`src/rtl/mem_port_arbiter.sv`:
```
// mem_port_arbiter
//   Shares one single-port memory between the command-fetch path (cmd_*)
//   and the data path (dat_*). Round-robin arbitration on ties, one mem_en
//   strobe per access, one-cycle dv pulse back to the granted requester,
//   and a sticky err flag when the memory fails to ack within TIMEOUT
//   WAIT cycles.
//
// Ports
//   clk, reset                 clock (rising edge), async active-high reset
//   cmd_req/cmd_adr            command fetch request (level) and address
//   cmd_data/cmd_dv            fetched word (held) and completion pulse
//   dat_req/dat_we/dat_adr     data request, write select, address
//   dat_wdata                  write data
//   dat_rdata/dat_dv           read data (held) and completion pulse
//   mem_en/mem_we/mem_adr      memory strobe, write enable, address
//   mem_wdata                  memory write data
//   mem_rdata/mem_ack          memory read data and completion
//   busy                       high whenever the FSM is not idle
//   err                        sticky timeout flag, cleared by reset only
//
// state | meaning
// ------+-----------------------------------------------------------
// IDLE  | no access; arbitrate requests, latch address/data of winner
// ISSUE | mem_en high for this single cycle
// WAIT  | wait for mem_ack, count cycles toward TIMEOUT
// RESP  | dv pulse to the granted port, then back to IDLE
module mem_port_arbiter #(
   parameter int ADDR_W  = 4,
   parameter int DATA_W  = 16,
   parameter int TIMEOUT = 15
) (
   input  logic              clk,
   input  logic              reset,
   input  logic              cmd_req,
   input  logic [ADDR_W-1:0] cmd_adr,
   output logic [DATA_W-1:0] cmd_data,
   output logic              cmd_dv,
   input  logic              dat_req,
   input  logic              dat_we,
   input  logic [ADDR_W-1:0] dat_adr,
   input  logic [DATA_W-1:0] dat_wdata,
   output logic [DATA_W-1:0] dat_rdata,
   output logic              dat_dv,
   output logic              mem_en,
   output logic              mem_we,
   output logic [ADDR_W-1:0] mem_adr,
   output logic [DATA_W-1:0] mem_wdata,
   input  logic [DATA_W-1:0] mem_rdata,
   input  logic              mem_ack,
   output logic              busy,
   output logic              err
);

   typedef enum logic [1:0] {
      ST_IDLE  = 2'd0,
      ST_ISSUE = 2'd1,
      ST_WAIT  = 2'd2,
      ST_RESP  = 2'd3
   } state_t;

   localparam logic PORT_CMD = 1'b0;
   localparam logic PORT_DAT = 1'b1;

   // Timeout fires in the TIMEOUT-th WAIT cycle, i.e. when the count of
   // WAIT cycles already spent equals TIMEOUT-1.
   localparam logic [7:0] CNT_LAST = 8'(TIMEOUT - 1);

   state_t            state_q, state_d;
   logic              last_grant_q, last_grant_d;
   logic              grant_q, grant_d;
   logic [7:0]        cnt_q, cnt_d;
   logic              mem_en_q, mem_en_d;
   logic              mem_we_q, mem_we_d;
   logic [ADDR_W-1:0] mem_adr_q, mem_adr_d;
   logic [DATA_W-1:0] mem_wdata_q, mem_wdata_d;
   logic [DATA_W-1:0] cmd_data_q, cmd_data_d;
   logic [DATA_W-1:0] dat_rdata_q, dat_rdata_d;
   logic              cmd_dv_q, cmd_dv_d;
   logic              dat_dv_q, dat_dv_d;
   logic              busy_q, busy_d;
   logic              err_q, err_d;
   logic              pick;

   always_comb begin
      state_d      = state_q;
      last_grant_d = last_grant_q;
      grant_d      = grant_q;
      cnt_d        = cnt_q;
      mem_en_d     = 1'b0;
      mem_we_d     = mem_we_q;
      mem_adr_d    = mem_adr_q;
      mem_wdata_d  = mem_wdata_q;
      cmd_data_d   = cmd_data_q;
      dat_rdata_d  = dat_rdata_q;
      cmd_dv_d     = 1'b0;
      dat_dv_d     = 1'b0;
      err_d        = err_q;
      // With a single requester, dat_req itself names the winner.
      pick         = (cmd_req && dat_req) ? ~last_grant_q : dat_req;

      case (state_q)
         ST_IDLE: begin
            cnt_d = '0;
            if (cmd_req || dat_req) begin
               grant_d      = pick;
               last_grant_d = pick;
               mem_adr_d    = (pick == PORT_DAT) ? dat_adr : cmd_adr;
               mem_we_d     = (pick == PORT_DAT) && dat_we;
               mem_wdata_d  = (pick == PORT_DAT) ? dat_wdata : '0;
               mem_en_d     = 1'b1;
               state_d      = ST_ISSUE;
            end
         end
         ST_ISSUE: begin
            state_d = ST_WAIT;
         end
         ST_WAIT: begin
            cnt_d = cnt_q + 8'd1;
            if (mem_ack) begin
               if (!mem_we_q) begin
                  if (grant_q == PORT_DAT) dat_rdata_d = mem_rdata;
                  else                     cmd_data_d  = mem_rdata;
               end
               cmd_dv_d = (grant_q == PORT_CMD);
               dat_dv_d = (grant_q == PORT_DAT);
               state_d  = ST_RESP;
            end else if (cnt_q == CNT_LAST) begin
               err_d = 1'b1;
               if (grant_q == PORT_DAT) dat_rdata_d = '0;
               else                     cmd_data_d  = '0;
               cmd_dv_d = (grant_q == PORT_CMD);
               dat_dv_d = (grant_q == PORT_DAT);
               state_d  = ST_RESP;
            end
         end
         ST_RESP: begin
            cnt_d   = '0;
            state_d = ST_IDLE;
         end
         default: begin
            state_d = ST_IDLE;
         end
      endcase

      busy_d = (state_d != ST_IDLE);
   end

   always_ff @(posedge clk or posedge reset) begin
      if (reset) begin
         state_q      <= ST_IDLE;
         last_grant_q <= PORT_DAT;
         grant_q      <= PORT_CMD;
         cnt_q        <= '0;
         mem_en_q     <= 1'b0;
         mem_we_q     <= 1'b0;
         mem_adr_q    <= '0;
         mem_wdata_q  <= '0;
         cmd_data_q   <= '0;
         dat_rdata_q  <= '0;
         cmd_dv_q     <= 1'b0;
         dat_dv_q     <= 1'b0;
         busy_q       <= 1'b0;
         err_q        <= 1'b0;
      end else begin
         state_q      <= state_d;
         last_grant_q <= last_grant_d;
         grant_q      <= grant_d;
         cnt_q        <= cnt_d;
         mem_en_q     <= mem_en_d;
         mem_we_q     <= mem_we_d;
         mem_adr_q    <= mem_adr_d;
         mem_wdata_q  <= mem_wdata_d;
         cmd_data_q   <= cmd_data_d;
         dat_rdata_q  <= dat_rdata_d;
         cmd_dv_q     <= cmd_dv_d;
         dat_dv_q     <= dat_dv_d;
         busy_q       <= busy_d;
         err_q        <= err_d;
      end
   end

   assign cmd_data  = cmd_data_q;
   assign cmd_dv    = cmd_dv_q;
   assign dat_rdata = dat_rdata_q;
   assign dat_dv    = dat_dv_q;
   assign mem_en    = mem_en_q;
   assign mem_we    = mem_we_q;
   assign mem_adr   = mem_adr_q;
   assign mem_wdata = mem_wdata_q;
   assign busy      = busy_q;
   assign err       = err_q;

endmodule

```
`config.mk`:
```
export PLATFORM = sky130hd
export DESIGN_NAME = mem_port_arbiter
export DESIGN_NICKNAME = d
export VERILOG_FILES = /design/src/rtl/mem_port_arbiter.sv
export SDC_FILE = /design/constraint.sdc
export NUM_CORES = 1
export LEC_CHECK = 0
export ABC_AREA = 1
export CAP_MARGIN = 5
export CORE_UTILIZATION = 46
export DETAILED_ROUTE_END_ITERATION = 8
export GPL_TIMING_DRIVEN = 1
export PLACE_DENSITY = 0.83
export SLEW_MARGIN = 0
export SYNTH_ARGS = -nofsm -noshare
export SYNTH_HDL_FRONTEND = slang
export SYNTH_SLANG_ARGS = --single-unit
```
`constraint.sdc`:
```
create_clock -name clk -period 2.3 [get_ports clk]
set_input_delay 0.345 -clock clk [delete_from_list [all_inputs] [get_ports clk]]
set_output_delay 0.345 -clock clk [all_outputs]
set_load 0.01 [all_outputs]
```
======== Word level (Yosys, flattened, before mapping) ========
Index checks and enable logic that the tools add are counted.
word-level totals
  register bits after elaboration ......... 70
  output and inout bits ................... 58
cells by class
  $add $sub $neg .......................... 1
  eq/ne operators ......................... 5
  multiplexer cells ....................... 26
  bitwise logic cells ..................... 3
  reduce and logical (&&, ||, !) cells .... 12
operators by type and width
  cell                                            number
  two-way mux 16 bit                              11
  one-hot mux 8 bit (2 select lines)              1
  two-way mux 1 bit                               9
  adder 8 x 1 -> 8 bit (second input constant)    1
  == test 8 x 4 -> 1 bit (second input constant)  1
  one-hot mux 2 bit (4 select lines)              1
  AND reduction 4 bit                             2
  two-way mux 2 bit                               3
  nonzero test 2 bit                              3
  == test 2 bit (second input constant)           2
  two-way mux 4 bit                               1
  NOT 1 bit                                       3
  AND reduction 3 bit                             1
  == test 2 x 1 -> 1 bit (second input constant)  1
  logical AND 1 bit                               2
  logical NOT 2 bit                               1
  inequality test 2 bit (second input constant)   1
  AND reduction 2 bit                             1
  OR reduction 2 bit                              1
  logical OR 1 bit                                1

======== Logic depth before layout (Yosys ltp) ========
Gate-level depths: netlist (run 1).
  depth after elaboration ................. 5
  depth in mapped cells ................... 10
  depth with buffers taken out ............ 9

======== Worst setup path after synthesis (run 1) ========
OpenSTA, ideal clock, no wires.
  kind .................................... reg2reg
  start point ............................. register state_q[0]
  end point ............................... register cmd_data_q[0], in the netlist cmd_data[0]
  library setup time ...................... 117 ps
  data arrival time ....................... 1328 ps
  setup slack ............................. 855 ps
  stages on the path, launching flop included .. 9
  clock period less this slack ............ 1445 ps
  path through ............................ dfrtp_1 > inv_1 > ha_1 > inv_1 > nor2_2 > nand2_4 > buf_6 > nand2_1 > nand2_1
on the way
  cells in the longest elaborated chain, start to end .. 2
RTL lines
  what                           RTL line  source
  from (decl)                    68        state_t state_q, state_d;
  from (signal assigned)         165       state_q <= state_d;
  == test 2 bit                  101       case (state_q)
  AND reduction 4 bit (no line)  --
  to (signal assigned)           173       cmd_data_q <= cmd_data_d;
  to (decl)                      76        logic [DATA_W-1:0] cmd_data_q, cmd_data_d;
Every way passes these cells.
A chain may end at the register's enable or synchronous reset.

======== Worst setup path after layout (run 1) ========
  start point ............................. register state_q[0]
  end point ............................... register mem_adr_q[1], in the netlist mem_adr[1]
on the way
  cells in the longest elaborated chain, start to end .. 2
RTL lines
  what                           RTL line  source
  logical NOT 2 bit              101
  AND reduction 2 bit (no line)  --
  to (signal assigned)           171       mem_adr_q <= mem_adr_d;
  to (decl)                      74        logic [ADDR_W-1:0] mem_adr_q, mem_adr_d;
Every way passes these cells.

==> results.toml, run 1 <==
[clock_tree]
clock_sink_count = 70
cts_post_setup_buffers_inserted = 0
cts_hold_buf = 0
htree_num_levels = 3
cts_tree = "built"
clkSlewWorstSetupHoldPaths_ps = 70
worst_skew_pair_latency_ps = 340
clk_path_buf_depth = 2
ctsResizeCount = 0
numCtsBuffers = 9
root_buffer_master = "clkbuf_8"

[global_route]
largest_net_degree_at_the_start_of_global_routing = 71
globalRoute.totalOverflow = 0
aggregate_global_route_resource_usage_pct = 23.8
grt_antenna_before_repair = 0
first_global_vias = 2817
grt_pass1_wl_um = 13200

[worst_setup_path]
crit-reg2reg-launch = "state_q[0]"
reg_to_reg_critical_path_endpoint = "mem_adr[1]"
worst-r2r-cell-count = 6
critical_path_peak_fanout = 18
cp.arrival_ps = 2110
critical_path.endpoint_type = "flip-flop"
cp_startpoint = "state_q[0]"
cp.required_ps = 2550
critical_path_class = "flip-flop to flip-flop"
start_kind = "flip-flop"
endpoint = "mem_adr[1]"
register_to_register_path_setup_slack_ps = 440

[logic_synthesis]
netlist_instances = 373
synth.distinct_cells = 24
synthesis.nets = 425
ys_seq_area_share_pct = 55.5
syn_area_mm2 = 0.00316
syn_area_per_cell_um2 = 8.46
yosysWarningCount = 0
synth-seq-cells = 70

[timing]
fmax_ghz = 0.538
maxSlewHeadroom_pct = 56.0
timing.setup.tns_ps = 0
finalSetupViolations = 0
grt_setup_unrepaired = "no"
count_of_final_max_slew_check_failures = 0
hold_violations = 0
fin_crit_share_pct = 80.9
post-route-min-period_ps = 1860
clock-skew-final_ps = 10.7
setup_ws_ps = 440
tightest_slew_ps = 658

[die]
die_h_um = 84.8
die_area_mm2 = 0.00720
fp-row-count = 29
design.portCount = 104
core_region_area_mm2 = 0.00649
start_util_pct = 48.6
die_w_um = 84.8

[finish]
multi_input_area_mm2 = 0.00116
finish.instance_area_mm2 = 0.00447
final_util_pct = 68.8
ff_latch_area_mm2 = 0.00175
post_route_cells_drive_above_1_share_pct = 6.03
layout_area_overhead_pct = 41.6
antenna-diode-count = 0
layout.filler_cells = 482
nets = 529

[drt]
routed_wl_um = 7860
wl_per_cell_um = 14.1
detail_route.iter0.violations = 199
remaining_drc_errors = 11
count_of_vias_placed_by_the_detailed_router = 2844
avgViaCountPerCell = 5.10
ant_nets = 0
drt_pre_antenna_iters = 7

[power_and_ir_drop]
power_report.internal_total_mw = 3.70
power_leakage_nw = 2.30
cellPowerDensity_mw_per_mm2 = 1280
totalPowerFinal_mw = 5.70
switching_share_pct = 35.2
switchingPower_mw = 2.00
ir_worst_vdd_uv = 593
clkPwrFrac_pct = 20.8
combPwrFrac_pct = 42.9
seq_power_share_pct = 36.3

[status]
violations_in_the_final_reports = "DRC"
outcome = "complete, but fails checks"

[placement]
place.gp.congestion = 0.837
post_place_worst_slack_ps = 455
place.port_buffers = 103
dp.final_hpwl_um = 5540
placed_cell_area_mm2 = 0.00423

[run]
drv_cap = 0

[hold_path]
path_class_of_the_lowest_slack_min_delay_path = "primary input to async pin"
cells in the final DEF, fill, tap and decap left out, types with 2 or more instances in the layout:
cell | netlist | routed
a21oi_1 | 5 | 5
a31oi_1 | 4 | 4
buf_4 | 3 | 5
bufinv_16 | 0 | 3
clkbuf_8 | 0 | 10
clkdlybuf4s50_1 | 0 | 103
dfrtp_1 | 69 | 69
ha_1 | 6 | 6
inv_1 | 36 | 35
nand2_1 | 129 | 129
nand2_4 | 3 | 3
nand3_1 | 52 | 52
nand4_1 | 2 | 2
nor2_1 | 19 | 19
nor2_2 | 2 | 2
nor3_1 | 2 | 2
o21ai_0 | 20 | 20
o21bai_1 | 2 | 2
sequential cells by signal (all words and copies together), names as in the netlist, 2 cells and up:
signal,flops
dat_rdata,16
cmd_data,16
state_q,2
cnt_q,8
mem_wdata,16
mem_adr,4
critical path, stage by stage (launching register included):
cell and delay [ps]:
dfrtp_1 410, inv_1 130, ha_1 180, inv_1 200, nor2_1 590, nor2_1 80
a31oi_1 180
power by group through the flow:
stage	Sequential (mW)	Combinational [mW]	Clock [mW]
final	2.07	2.45	1.19
after global routing	2.12	2.71	1.25
after CTS	2.07	2.47	1.20
after detailed placement	2.08	2.44	0
after global placement	2.07	2.35	0
after floorplan	2.25	1.00	0
layer usage:
| layer | GRT usage, % | routed length, um | up-vias | part of all wire, % |
|---|---|---|---|---|
| met4 | 11.6 | 162 | 0 | 2.1 |
| met3 | 4.38 | 532 | 16 | 6.8 |
| li1 | - | - | 1389 | - |
| met1 | 31.4 | 3370 | 1319 | 43 |
| met5 | 0 | 0 | - | 0 |
| met2 | 38.2 | 3790 | 120 | 48 |
cell type report:
type                            count  area share (%)
Sequential cell                    70            39.2
Multi-Input combinational cell    250            25.9
Timing Repair Buffer              109            24.4
Clock buffer                       11            3.16
Inverter                           37            3.11
Tap cell                           77            2.16
Clock inverter                      4            2.13
kinds of logic (layout without fill, tap and decap cells):
family	count (synthesis)	count (layout)	share of synthesized area [%]
adder cells (fa/ha/maj)	6	6	2.38
AND/OR/NAND/NOR	212	212	28.8
AO/OA/AOI/OAI	32	32	5.47
buffers and inverters	53	161	7.85
flip-flops	70	70	55.5
worst min path at each step:
stage	end	startpoint	cells after the start
floorplan	last_grant_q	last_grant_q	2
global placement	cmd_data[12]	cmd_data[12]	2
detailed placement	cmd_data[1]	cmd_data[1]	2
CTS	cmd_data[12]	reset	3
global route	cmd_data[12]	reset	3
finish	dat_rdata[15]	reset	3
stage by stage:
stage               std cells  hold WS [ps]
global route              558           451
detailed placement        543           458
CTS                       558           408
floorplan                 373           453
global placement          543           453
finish                    558           393
synthesized netlist by cell type, drive strengths merged:
master  number  area (um^2)
nand2      133          524
dfrtp       69         1730
nand3       53          270
inv         36          135
nor2        21         83.8
o21ai       20          100
buf         13         97.6
ha           6         75.1
a21oi        5         25.0
a31oi        4         25.0
clkbuf       3         11.3
nand4        2         12.5
nor3         2         10.0
o21bai       2         15.0
clkinv       1         3.75
dfstp        1         26.3
nor3b        1         7.51
o21a         1         7.51
No activity file was read; power rests on OpenSTA's default activity.
==> run 2: changes to the inputs <==
==> constraint.sdc (replaced) <==
create_clock -name clk -period 1.9 [get_ports clk]
set_input_delay 0.285 -clock clk [delete_from_list [all_inputs] [get_ports clk]]
set_output_delay 0.285 -clock clk [all_outputs]
set_load 0.01 [all_outputs]
==> run 2 against run 1 <==
Net effect: the flow still finishes with violations (DRC); largest power group unchanged; highest routed layer unchanged; cell area grew 0.42%; worst hold slack lost 82 ps; worst setup slack lost 210 ps; critical path type unchanged; wire length shrank 0.24%; sequential power grew 20%.
==> results.toml, run 2 (synthesized netlist as in run 1, its figures left out) <==
[timing]
count_of_final_max_slew_check_failures = 0
finalHoldWorstSlack_ps = 311
clock-skew-final_ps = 8.51
fmax_ghz = 0.599
timing.setup.tns_ps = 0
maxSlewHeadroom_pct = 57.2
grt_setup_unrepaired = "no"
finalSetupViolations = 0
hold_violations = 0
fin_crit_share_pct = 87.9
post-route-min-period_ps = 1670
tightest_slew_ps = 641

[power_and_ir_drop]
switchingPower_mw = 2.46
power_leakage_nw = 2.30
power_report.internal_total_mw = 4.35
clkPwrFrac_pct = 19.4
switching_share_pct = 36.1
combPwrFrac_pct = 44.0
totalPowerFinal_mw = 6.81
ir_worst_vdd_uv = 776
seq_power_share_pct = 36.6
cellPowerDensity_mw_per_mm2 = 1520

[finish]
layout_common_cells = "nand2_1 (129), clkdlybuf4s50_1 (103), dfrtp_1 (69)"
layout_commonest_cell = "nand2_1"
antenna-diode-count = 0
final_util_pct = 69.1
layout_area_overhead_pct = 42.2
nets = 533
finish.instance_area_mm2 = 0.00449
post_route_cells_drive_above_1_share_pct = 7.20
layout.filler_cells = 498

[clock_tree]
ctsResizeCount = 0
cts_hold_buf = 0
cts_post_setup_buffers_inserted = 0
worst_skew_pair_latency_ps = 350
clk_path_buf_depth = 2
numCtsBuffers = 9
cts_tree = "built"
htree_num_levels = 3
root_buffer_master = "clkbuf_8"
clkSlewWorstSetupHoldPaths_ps = 80
clock_sink_count = 70

[die]
core_region_area_mm2 = 0.00649
design.portCount = 104
die_area_mm2 = 0.00720
die_w_um = 84.8
start_util_pct = 48.6
fp-row-count = 29
die_h_um = 84.8

[global_route]
first_global_vias = 2828
globalRoute.totalOverflow = 0
grt_pass1_wl_um = 13400
largest_net_degree_at_the_start_of_global_routing = 36
grt_antenna_before_repair = 0
aggregate_global_route_resource_usage_pct = 23.9

[hold_path]
path_class_of_the_lowest_slack_min_delay_path = "primary input to async pin"

[worst_setup_path]
start_kind = "flip-flop"
critical_path_peak_fanout = 32
critical_path.endpoint_type = "flip-flop"
cp.arrival_ps = 1960
critical_path_class = "flip-flop to flip-flop"
cp.required_ps = 2190

[drt]
remaining_drc_errors = 11
drt_pre_antenna_iters = 8
routed_wl_um = 7840
avgViaCountPerCell = 5.08
count_of_vias_placed_by_the_detailed_router = 2860
wl_per_cell_um = 13.9
ant_nets = 0
detail_route.iter0.violations = 156

[placement]
placed_cell_area_mm2 = 0.00427
place.port_buffers = 103
place.gp.congestion = 0.796
dp.final_hpwl_um = 5640

[status]
outcome = "complete, but fails checks"
violations_in_the_final_reports = "DRC"

[run]
drv_cap = 0
[run 2: changes by cell type in the layout (fill, tap and decap cells not counted), sizes merged]
cell / previous run / this run
buf: 6 / 10
clkinvlp: 0 / 3
clkbuf: 11 / 9
bufinv: 3 / 2
clkinv: 2 / 3
[run 2: power by group through the flow]
| stage | sequential (mW) | combinational (mW) | clock [mW] |
|---|---|---|---|
| 2_1_floorplan | 2.72 | 1.21 | 0 |
| 3_3_place_gp | 2.50 | 2.89 | 0 |
| 3_5_place_dp | 2.51 | 3.00 | 0 |
| 4_1_cts | 2.49 | 3.02 | 1.35 |
| 5_1_grt | 2.57 | 3.29 | 1.41 |
| 6_report | 2.49 | 3.00 | 1.32 |
[run 2: layout make-up]
cell class / instances / area [um^2] / share of cell area, %
flip-flops and latches: 70 / 1750 / 39.1
repair buffers: 113 / 1120 / 24.9
clock buffers: 9 / 124 / 2.76
well taps: 77 / 96.3 / 2.15
clock inverters: 7 / 97.6 / 2.17
inverters: 37 / 143 / 3.18
multi-input cells: 250 / 1160 / 25.8
[run 2: per-stage QoR]
step,setup slack [ps],cells
6_report,230,563
5_1_grt,36.5,563
4_1_cts,241,563
3_5_place_dp,130,547
3_3_place_gp,201,547
2_1_floorplan,455,373
[run 2: path summary, 6_finish.rpt]
path                         startpoint           end  slack (ps)  cells past startpoint
max                            cnt_q[0]  dat_rdata[6]         230                      9
min                               reset  cmd_data[11]         310                      2
max reg2reg                    cnt_q[0]  dat_rdata[6]         230                      9
min reg2reg                cmd_data[11]  cmd_data[11]         470                      2
max in group asynchronous         reset  dat_rdata[3]        1010                      3
min in group clk           cmd_data[11]  cmd_data[11]         470                      2
[run 2: worst max-delay path, stage by stage, from the launching register on]
cell	delay (ps)
dfrtp_1	390
inv_1	110
ha_1	180
nand3_2	100
nor2_2	130
nand2_2	80
nand2_4	90
buf_4	300
nand3_1	150
nand2_1	90
[run 2: per-layer routing]
| metal | part of all wire, % | GRT usage, % |
|---|---|---|
| met5 | 0 | 0 |
| met4 | 2.2 | 10.8 |
| met3 | 7.4 | 5.25 |
| met2 | 47 | 37.0 |
| met1 | 43 | 32.7 |
==> run 3: changes to the inputs <==
==> constraint.sdc (replaced) <==
create_clock -name clk -period 1.75 [get_ports clk]
set_input_delay 0.2625 -clock clk [delete_from_list [all_inputs] [get_ports clk]]
set_output_delay 0.2625 -clock clk [all_outputs]
set_load 0.01 [all_outputs]
==> run 3 against run 2 <==
Net effect: the run still ends with DRC left; global-route usage down 1.2 points; clock power up 12%; via count up 1.9%; largest cell class unchanged; wire length down 0.50%; final cell count up 0.18%; combinational power up 8.7%; total power up 9.5%; critical endpoint is now cnt_q[6]; critical path type unchanged; register-to-register slack worse by 40 ps; die area unchanged.
==> results.toml, run 3 (synthesized netlist as in run 1, its figures left out) <==
[status]
outcome = "complete, but fails checks"
violations_in_the_final_reports = "DRC"

[clock_tree]
root_buffer_master = "clkbuf_8"
htree_num_levels = 3
numCtsBuffers = 9
clock_sink_count = 70
worst_skew_pair_latency_ps = 340
cts_hold_buf = 0
cts_post_setup_buffers_inserted = 0
ctsResizeCount = 0
clk_path_buf_depth = 2
clkSlewWorstSetupHoldPaths_ps = 70
cts_tree = "built"

[finish]
finish.instance_area_mm2 = 0.00453
layout_commonest_cell = "nand2_1"
layout_common_cells = "nand2_1 (129), clkdlybuf4s50_1 (103), dfrtp_1 (69)"
antenna-diode-count = 0
post_route_cells_drive_above_1_share_pct = 7.39
layout_area_overhead_pct = 43.6
layout.filler_cells = 501
nets = 534

[worst_setup_path]
critical_path.endpoint_type = "flip-flop"
cp_top_family = "simple AND/OR/NAND/NOR gates"
cp.depth = 7
critical_path_peak_fanout = 6
crit_chain = "ha_1 > inv_1 > nand3_1 > nor3_1 > nand2_1 > nand2_1 > nor2_1"
cp.required_ps = 1980
cp.buffers_inverters = 1
critical_path_class = "flip-flop to flip-flop"
critical_path.most_common_cell = "nand2_1"
worst-r2r-cell-count = 7
register_to_register_path_setup_slack_ps = 190
timing.critical_path.slowest_stage_cell = "dfrtp_1"
cp.arrival_ps = 1800
critical_path.max_stage_delay_ps = 400
start_kind = "flip-flop"

[placement]
place.port_buffers = 103
placed_cell_area_mm2 = 0.00430
place.gp.congestion = 0.830
dp.final_hpwl_um = 5430

[run]
drv_cap = 0

[timing]
hold_violations = 0
count_of_final_max_slew_check_failures = 0
grt_setup_unrepaired = "no"
clock-skew-final_ps = 7.25
maxSlewHeadroom_pct = 56.8
fin_crit_share_pct = 89.4
fmax_ghz = 0.639
finalSetupViolations = 0
tightest_slew_ps = 647
timing.setup.tns_ps = 0
post-route-min-period_ps = 1560

[global_route]
aggregate_global_route_resource_usage_pct = 22.7
grt_antenna_before_repair = 0
grt_pass1_wl_um = 12700
first_global_vias = 2692
globalRoute.totalOverflow = 0
largest_net_degree_at_the_start_of_global_routing = 33

[die]
die_area_mm2 = 0.00720
die_w_um = 84.8
fp-row-count = 29
design.portCount = 104
die_h_um = 84.8
core_region_area_mm2 = 0.00649
start_util_pct = 48.6

[power_and_ir_drop]
cellPowerDensity_mw_per_mm2 = 1650
power_leakage_nw = 2.32
ir_worst_vdd_uv = 758

[hold_path]
path_class_of_the_lowest_slack_min_delay_path = "primary input to async pin"

[drt]
drt_pre_antenna_iters = 7
routed_wl_um = 7800
avgViaCountPerCell = 5.17
detail_route.iter0.violations = 160
remaining_drc_errors = 11
ant_nets = 0
count_of_vias_placed_by_the_detailed_router = 2914
wl_per_cell_um = 13.8
==> run 3: stage by stage <==
stage | util [%] | hold slack [ps] | power (mW) | cells | worst slack [ps]
floorplan | - | 403 | 4.28 | 373 | 305
global placement | 66.2 | 454 | 5.89 | 548 | 151
detailed placement | 66.2 | 458 | 5.98 | 548 | 87.6
CTS | 69.8 | 261 | 7.49 | 564 | 195
global route | 69.8 | 277 | 7.93 | 564 | 84.3
finish | 69.8 | 260 | 7.46 | 564 | 186
==> run 3: worst reg2reg max path: cells and delay by family (launching register included) <==
| kind | cells | cell delay [ps] |
|---|---|---|
| simple gates | 5 | 650 |
| flops | 1 | 400 |
| fa+ha+maj | 1 | 260 |
| buf+inv | 1 | 160 |
==> run 3: final cells by class <==
class / instances / area, um^2 / share of cell area (%)
inverters: 37 / 143 / 3.15
well taps: 77 / 96.3 / 2.13
multi-input cells: 250 / 1160 / 25.5
clock inverters: 5 / 81.3 / 1.79
flip-flops and latches: 70 / 1750 / 38.7
repair buffers: 114 / 1150 / 25.4
clock buffers: 11 / 151 / 3.34
==> run 3: metal layers <==
layer | vias to the layer above | routed length, um | share of wire (%) | track usage (%)
li1 | 1395 | - | - | -
met1 | 1369 | 3390 | 43 | 30.9
met2 | 135 | 3650 | 47 | 36.3
met3 | 15 | 605 | 7.8 | 4.67
met4 | 0 | 160 | 2.1 | 8.47
met5 | - | 0 | 0 | 0
==> run 3: final timing paths <==
path / start / endpoint
min in group clk: dat_wdata[5] / mem_wdata[5]
worst min register to register: dat_rdata[4] / dat_rdata[4]
worst min-delay path: reset / cmd_data[4]
max in group asynchronous: reset / last_grant_q
worst max-delay path: state_q[0] / cnt_q[6]
worst max register to register: state_q[0] / cnt_q[6]
==> run 3: report_power, final <==
group	leakage [nW]	switching (mW)	internal [mW]
Combinational	1.30	1.63	1.63
Clock	0.116	0.604	0.880
Sequential	0.906	0.404	2.31
